$ cat src/rtl/nibble_serial_subtractor.sv
// Digit-serial subtractor: Diff = A - B - Bin, one 4-bit digit per clock, LSB digit first,
// with a 4-bit borrow-lookahead block per digit and a valid/ready handshake on each side.
module nibble_serial_subtractor #(
    parameter int WIDTH = 32
) (
    input  logic             clock,
    input  logic             reset,
    input  logic             in_valid,
    output logic             in_ready,
    input  logic [WIDTH-1:0] A,
    input  logic [WIDTH-1:0] B,
    input  logic             Bin,
    output logic             out_valid,
    input  logic             out_ready,
    output logic [WIDTH-1:0] Diff,
    output logic             Bout,
    output logic             Zero,
    output logic             Ovf
);

    localparam int N  = WIDTH / 4;
    localparam int CW = (N > 1) ? $clog2(N) : 1;
    localparam logic [CW-1:0] LAST = CW'(N - 1);

    typedef enum logic [1:0] {
        IDLE = 2'd0,
        RUN  = 2'd1,
        DONE = 2'd2
    } state_t;

    state_t           state;
    state_t           state_nx;
    logic [CW-1:0]    k;
    logic [WIDTH-1:0] a_q;
    logic [WIDTH-1:0] b_q;
    logic             borrow;
    logic [4:0]       dig;
    logic [WIDTH-1:0] diff_nx;

    // Returns {borrow_out, diff[3:0]}. bg marks a borrow generated locally (a=0, b=1),
    // p marks equal bits that pass the incoming borrow through unchanged.
    function automatic logic [4:0] sub_digit(input logic [3:0] a, input logic [3:0] b,
                                             input logic bin);
        logic [3:0] g;
        logic [3:0] p;
        logic [3:0] bg;
        logic [4:0] br;
        g  = a & ~b;
        p  = ~(a ^ b);
        bg = ~g & ~p;
        br[0] = bin;
        br[1] = bg[0] | (p[0] & bin);
        br[2] = bg[1] | (p[1] & bg[0]) | (p[1] & p[0] & bin);
        br[3] = bg[2] | (p[2] & bg[1]) | (p[2] & p[1] & bg[0]) | (p[2] & p[1] & p[0] & bin);
        br[4] = bg[3] | (p[3] & bg[2]) | (p[3] & p[2] & bg[1]) | (p[3] & p[2] & p[1] & bg[0])
              | (p[3] & p[2] & p[1] & p[0] & bin);
        return {br[4], a ^ b ^ br[3:0]};
    endfunction

    always_comb begin
        dig     = sub_digit(a_q[{k, 2'b00} +: 4], b_q[{k, 2'b00} +: 4], borrow);
        diff_nx = Diff;
        diff_nx[{k, 2'b00} +: 4] = dig[3:0];
    end

    always_comb begin
        state_nx  = state;
        in_ready  = 1'b0;
        out_valid = 1'b0;
        case (state)
            IDLE: begin
                in_ready = 1'b1;
                if (in_valid) state_nx = RUN;
            end
            RUN: begin
                if (k == LAST) state_nx = DONE;
            end
            DONE: begin
                out_valid = 1'b1;
                if (out_ready) state_nx = IDLE;
            end
            default: state_nx = IDLE;
        endcase
    end

    always_ff @(posedge clock or posedge reset) begin
        if (reset) begin
            state  <= IDLE;
            k      <= '0;
            borrow <= 1'b0;
            Diff   <= '0;
            Bout   <= 1'b0;
            Zero   <= 1'b0;
            Ovf    <= 1'b0;
        end else begin
            state <= state_nx;
            case (state)
                IDLE: begin
                    if (in_valid) begin
                        k      <= '0;
                        borrow <= Bin;
                        Diff   <= '0;
                    end
                end
                RUN: begin
                    Diff   <= diff_nx;
                    borrow <= dig[4];
                    k      <= k + 1'b1;
                    // Flags are taken from the fully assembled difference on the last digit.
                    if (k == LAST) begin
                        Bout <= dig[4];
                        Zero <= (diff_nx == '0);
                        Ovf  <= (a_q[WIDTH-1] != b_q[WIDTH-1]) && (diff_nx[WIDTH-1] != a_q[WIDTH-1]);
                    end
                end
                default: ;
            endcase
        end
    end

    always_ff @(posedge clock) begin
        if (state == IDLE && in_valid) begin
            a_q <= A;
            b_q <= B;
        end
    end

endmodule

$ cat config.mk
export PLATFORM = sky130hd
export DESIGN_NAME = nibble_serial_subtractor
export DESIGN_NICKNAME = d
export VERILOG_FILES = /design/src/rtl/nibble_serial_subtractor.sv
export SDC_FILE = /design/constraint.sdc
export NUM_CORES = 1
export LEC_CHECK = 0
export CORE_MARGIN = 1
export CORE_UTILIZATION = 30
export DETAILED_ROUTE_END_ITERATION = 6
export GPL_TIMING_DRIVEN = 0
export PLACE_DENSITY = 0.61
export SYNTH_ARGS = -nofsm -noshare
export SYNTH_HDL_FRONTEND = slang
export SYNTH_SLANG_ARGS = --single-unit
export TNS_END_PERCENT = 10
$ cat constraint.sdc
create_clock -name clock -period 6.8 [get_ports clock]
set_clock_uncertainty 0.1 [all_clocks]
set_input_delay 1.02 -clock clock [delete_from_list [all_inputs] [get_ports clock]]
set_output_delay 1.02 -clock clock [all_outputs]
set_load 0.05 [all_outputs]
-- Word level (Yosys, flattened, before mapping)
Index checks and enable logic that the tools add are counted.
- output and inout bits: 37
- memory bits (writable): 0
- bits in registers: 105
- memory bits (read-only): 0
- bits in latches: 0
- memories kept: 0
- logic and storage cells: 78
- muxes and demuxes: 13
- add/subtract/negate cells: 2
- order comparisons: 0
- shift operators: 4
- reductions and logical operators: 8
- div/mod/pow operators: 0
- bitwise gates (word level): 34
- equal/unequal tests: 8
- $mul: 0
- operators with widths (operator ; count):
    32-bit one-hot mux with 2 select lines ; 1
    32-bit by 6-bit variable part select with 4-bit output ; 2
    32-bit bitwise mux ; 1
    32-bit zero test ; 1
    32-bit two-way mux ; 1
    4-bit by 7-bit variable shift with 32-bit output (first input constant) ; 1
    4-bit by 7-bit variable part select with 32-bit output ; 1
    1-bit bitwise AND ; 16
    4-bit inverter ; 4
    1-bit bitwise OR ; 10
    4-bit bitwise AND ; 2
    4-bit XOR ; 2
    5-bit negation with 7-bit output ; 1
    2-bit two-way mux ; 3
    2-bit inequality test (second input constant) ; 3
    2-bit one-hot mux with 3 select lines ; 1
    3-bit one-hot mux with 2 select lines ; 1
    2-bit AND reduction ; 2
    3-bit by 1-bit adder with 3-bit output (second input constant) ; 1
    3-bit equality test (second input constant) ; 1
    1-bit two-way mux ; 3
    3-bit two-way mux ; 1
    3-bit AND reduction ; 1
    2-bit by 1-bit equality test with 1-bit output (second input constant) ; 1
    other kinds (6) ; 8

-- Depth between registers and ports, before layout
- depth in word-level cells: 14
- mapped depth: 13
- depth with buffers taken out: 11

-- Least setup slack after synthesis
Ideal clock, no wire load.
- path kind: register to register
- from: register k[0]
- to: register Zero
- data required time: 6.578 ns
- data arrival time: 3.357 ns
- clock period less this slack: 3.579 ns
- stages on the path, launching flop included: 12
- setup time: 0.122 ns
- path slack: 3.221 ns
- cells stage by stage: dfrtp_1 > clkbuf_1 > clkbuf_1 > mux4_2 > mux2i_1 > ha_1 > a21o_1 > a21oi_1 > xnor2_1 > a22oi_1 > nor4b_2 > a32o_1
- word-level cells in the longest chain between the ends: 13
- RTL lines (element ; RTL line ; RTL):
    start, declared ; 33 ; logic [CW-1:0] k;
    start signal, assigned ; 108 ; k <= k + 1'b1;
    32-bit by 6-bit variable part select with 4-bit output ; 61 ; dig = sub_digit(a_q[{k, 2'b00} +: 4], b_q[{k, 2'b00} +: 4], borrow);
    4-bit inverter or 4-bit XOR (tied branches) ; 48, 49, 57 ;
    4-bit bitwise AND or 4-bit inverter (tied branches) ; 48, 49 ;
    4-bit inverter ; 50 ; bg = ~g & ~p;
    4-bit bitwise AND ; 50 ;
    1-bit bitwise AND ; 54 ; br[3] = bg[2] | (p[2] & bg[1]) | (p[2] & p[1] & bg[0]) | (p[2] & p[1] & p[0] & bin);
    1-bit bitwise OR (3 in series) ; 54 ;
    4-bit XOR ; 57 ; return {br[4], a ^ b ^ br[3:0]};
    4-bit by 7-bit variable part select with 32-bit output ; 63 ; diff_nx[{k, 2'b00} +: 4] = dig[3:0];
    32-bit bitwise mux ; 63 ;
    32-bit zero test ; 112 ; Zero <= (diff_nx == '0);
    end signal, assigned ; 112 ;
    end, declared ; 17 ; output logic Zero,
Several ways; a longest one is shown, not always the timed one.
A chain may end at the register's enable or synchronous reset.

-- Final worst setup path
- from: register k[0]
- to: register Ovf
- word-level cells in the longest chain between the ends: 14
- RTL lines (element ; RTL line ; RTL):
    32-bit by 6-bit variable part select with 4-bit output ; 61 ;
    4-bit inverter or 4-bit XOR (tied branches) ; 48, 49, 57 ;
    4-bit bitwise AND or 4-bit inverter (tied branches) ; 48, 49 ;
    4-bit inverter ; 50 ;
    4-bit bitwise AND ; 50 ;
    1-bit bitwise AND ; 54 ;
    1-bit bitwise OR (3 in series) ; 54 ;
    4-bit XOR ; 57 ;
    4-bit by 7-bit variable part select with 32-bit output ; 63 ;
    32-bit bitwise mux ; 63 ;
    1-bit inequality test ; 113 ; Ovf <= (a_q[WIDTH-1] != b_q[WIDTH-1]) && (diff_nx[WIDTH-1] != a_q[WIDTH-1]);
    1-bit logical AND ; 113 ;
    end signal, assigned ; 113 ;
    end, declared ; 18 ; output logic Ovf
Several ways; a longest one is shown, not always the timed one.

==> flow_summary.json <==
{
  "synth_nets": 468,
  "cp_slowest_cell": "clkbuf_1",
  "yosysMostFrequentCell": "edfxtp_1",
  "numCtsBuffers": 9,
  "synth-seq-area-share_pct": 60.5,
  "min_period_ns": 4.46,
  "worstSkewPairLatency_ns": 0.36,
  "synth_area_sq_um": 4870,
  "grtUsageTotal_pct": 15.9,
  "synth_top_area_share_pct": 39.5,
  "status": "finished, final reports clean",
  "area_growth_pct": 33.5,
  "clock.fmax_mhz": 224,
  "synth.area.top_cells": "edfxtp_1 (39%), dfrtp_1 (21%), mux4_2 (7.4%)",
  "path_class": "register to register",
  "start_kind": "register",
  "grt_overflow": 0,
  "root_buffer": "clkbuf_16",
  "synthTopCellsByCount": "edfxtp_1 (64), nand2_1 (47), dfrtp_1 (41), o21ai_0 (27), inv_1 (18)",
  "h-tree-depth": 3,
  "dr.pass1.iters": 5,
  "p_leak_nw": 2.40,
  "viasPerCell": 5.01,
  "finalSetupViolCount": 0,
  "grt_antenna_before_repair": 0,
  "ys_async_sr_fraction_pct": 39.0,
  "nets": 585,
  "path_cells": "clkbuf_1, clkbuf_1, mux4_2, mux2i_1, ha_1, a21oi_1, a31oi_1, xnor2_1, a22oi_1, nor4b_1, a211o_1",
  "end_kind": "register",
  "clockBufferDepth": 2,
  "core_sq_um": 15900,
  "io_pins": 106,
  "cts_resized": 0,
  "drt_iter0_markers": 200,
  "grt_pass1_wl_mm": 20.0,
  "synthCells": 386,
  "post-cts-setup-buffers": 0,
  "place.gp.congestion": 0.845,
  "dpl.hpwl_mm": 9.14,
  "antenna_left": 0,
  "hold_path.class": "register to register",
  "tightestPinTransition_ns": 0.865,
  "synth_top_family_by_area": "simple AND/OR/NAND/NOR gates",
  "diodes": 0,
  "power.density_nw_per_um2": 537,
  "vias": 3626,
  "synth_compound_area_share_pct": 10.8,
  "start_util_pct": 30.7,
  "drv_cap": 0,
  "synth_ff_type": "edfxtp_1",
  "arrival_ns": 4.66,
  "final_max_slew_viol_count": 0,
  "cts_hold_buf": 0,
  "die_area_sq_um": 16700,
  "synth.distinct_cells": 53,
  "fin_util_pct": 40.9,
  "synthAdderAreaFrac_pct": 3.49,
  "yosys.area_share.xor_xnor_pct": 0.899,
  "dieWidth_microns": 129,
  "fin_setup_tns_ns": 0,
  "synth-edff-count": 64,
  "crit_path_max_incr_delay_ns": 0.59,
  "grt_pass1_vias": 3769,
  "cts.clk_slew.worst_paths_ns": 0.07,
  "rows": 46,
  "vdd.ir_drop.worst_mv": 0.203,
  "drc_errors": 0,
  "clock_sinks": 105,
  "drt-total-wl_mm": 12.5,
  "grt_setup_unrepaired": "false",
  "synth.area.mux_share_pct": 8.66,
  "cts_tree": "done",
  "hold_viol": 0,
  "yosys.area.top_type": "edfxtp_1",
  "yosys_warnings": 0,
  "critPathMostFrequentCell": "clkbuf_1",
  "synthSimpleGateAreaFrac_pct": 12.7,
  "final_layout_size_suffix_gt1_share_pct": 8.07,
  "required_ns": 7.00,
  "grt_max_degree": 50,
  "avgSynthCellArea_sq_um": 12.6,
  "io_buffers": 105,
  "fin_crit_sh_pct": 65.5,
  "path_max_fanout": 10,
  "ys_ff_latch": 105,
  "relSlewSlack_pct": 42.2,
  "die_h_microns": 129,
  "wl_per_cell_microns": 17.2
}
-- routing by layer --
metal	share of wire [%]	track usage, %	wire (microns)
met1	43	19.7	5370
met2	48	26.9	6040
met3	7.8	5.20	976
met4	0.61	4.04	76
met5	0	0	0
-- metrics by stage --
step,total power [mW],hold slack [ns],cell area (sq um),setup WS (ns),std cells
after floorplan,2.31,0.477,4870,3.22,386
after global placement,2.96,0.374,6190,2.18,707
after detailed placement,2.99,0.394,6210,2.25,708
after CTS,3.51,0.416,6500,2.23,724
after global routing,3.73,0.431,6500,1.88,724
final,3.49,0.412,6500,2.34,724
-- worst paths after layout --
check | start | end | slack [ns] | depth (start not counted)
min in group asynchronous | reset | Diff[29] | 1.07 | 2
setup / recovery | k[0] | Ovf | 2.34 | 11
max in group asynchronous | reset | Diff[7] | 4.99 | 2
hold / removal | Ovf | Ovf | 0.41 | 1
hold reg to reg | Ovf | Ovf | 0.41 | 1
setup reg to reg | k[0] | Ovf | 2.34 | 11
-- logic make-up after synthesis --
family,after synthesis
AOI/OAI and AO/OA,82
xor gates and xnor gates,5
adders and majority gates,13
buffers and inverters,38
DFF,105
muxes,22
and+or+nand+nor,121
-- flip-flops by register name (all words and copies together), names as in the netlist --
name    count
Bout        1
Ovf         1
state       2
b_q        32
Diff       32
a_q        32
Zero        1
borrow      1
k           3
-- critical path, delay by kind of cell (launching register included) --
| kind | cells | cell delay (ns) |
|---|---|---|
| flops | 1 | 0.46 |
| simple gates | 1 | 0.34 |
| mux | 2 | 0.81 |
| buf+inv | 2 | 1.10 |
| xor+xnor | 1 | 0.48 |
| compound gates | 4 | 0.74 |
| fa+ha+maj | 1 | 0.33 |
-- power breakdown --
part           switching [mW]  total (mW)  internal (mW)
Clock                   0.254       0.513          0.259
Sequential             0.0888       0.909          0.820
Combinational            1.35        2.07          0.715
-- placed cells by master, fill, tap and decap left out, types with 6 or more instances in the layout --
cell,Yosys,layout
nor3_1,6,6
ha_1,12,12
a21oi_1,12,12
o22ai_1,9,9
nor2_1,12,12
or3_1,7,7
mux4_2,16,16
dfrtp_1,41,41
clkbuf_16,0,9
o21ai_0,27,27
nor2b_1,6,6
inv_1,18,16
edfxtp_1,64,64
nand3_1,14,14
clkbuf_1,15,15
a21o_1,7,7
nand2_1,47,47
clkdlybuf4s50_1,0,105
-- final cells by class --
cell class / instances / area (sq um)
inverters: 19 / 71.3
fillers: 1540 / 9380
well taps: 216 / 270
clock buffers: 9 / 225
multi-input cells: 243 / 1780
repair buffers: 106 / 1070
clock inverters: 7 / 65.1
plain buffers: 19 / 73.8
flip-flops and latches: 105 / 2950
Note: power is estimated with default switching activity, not from simulation.
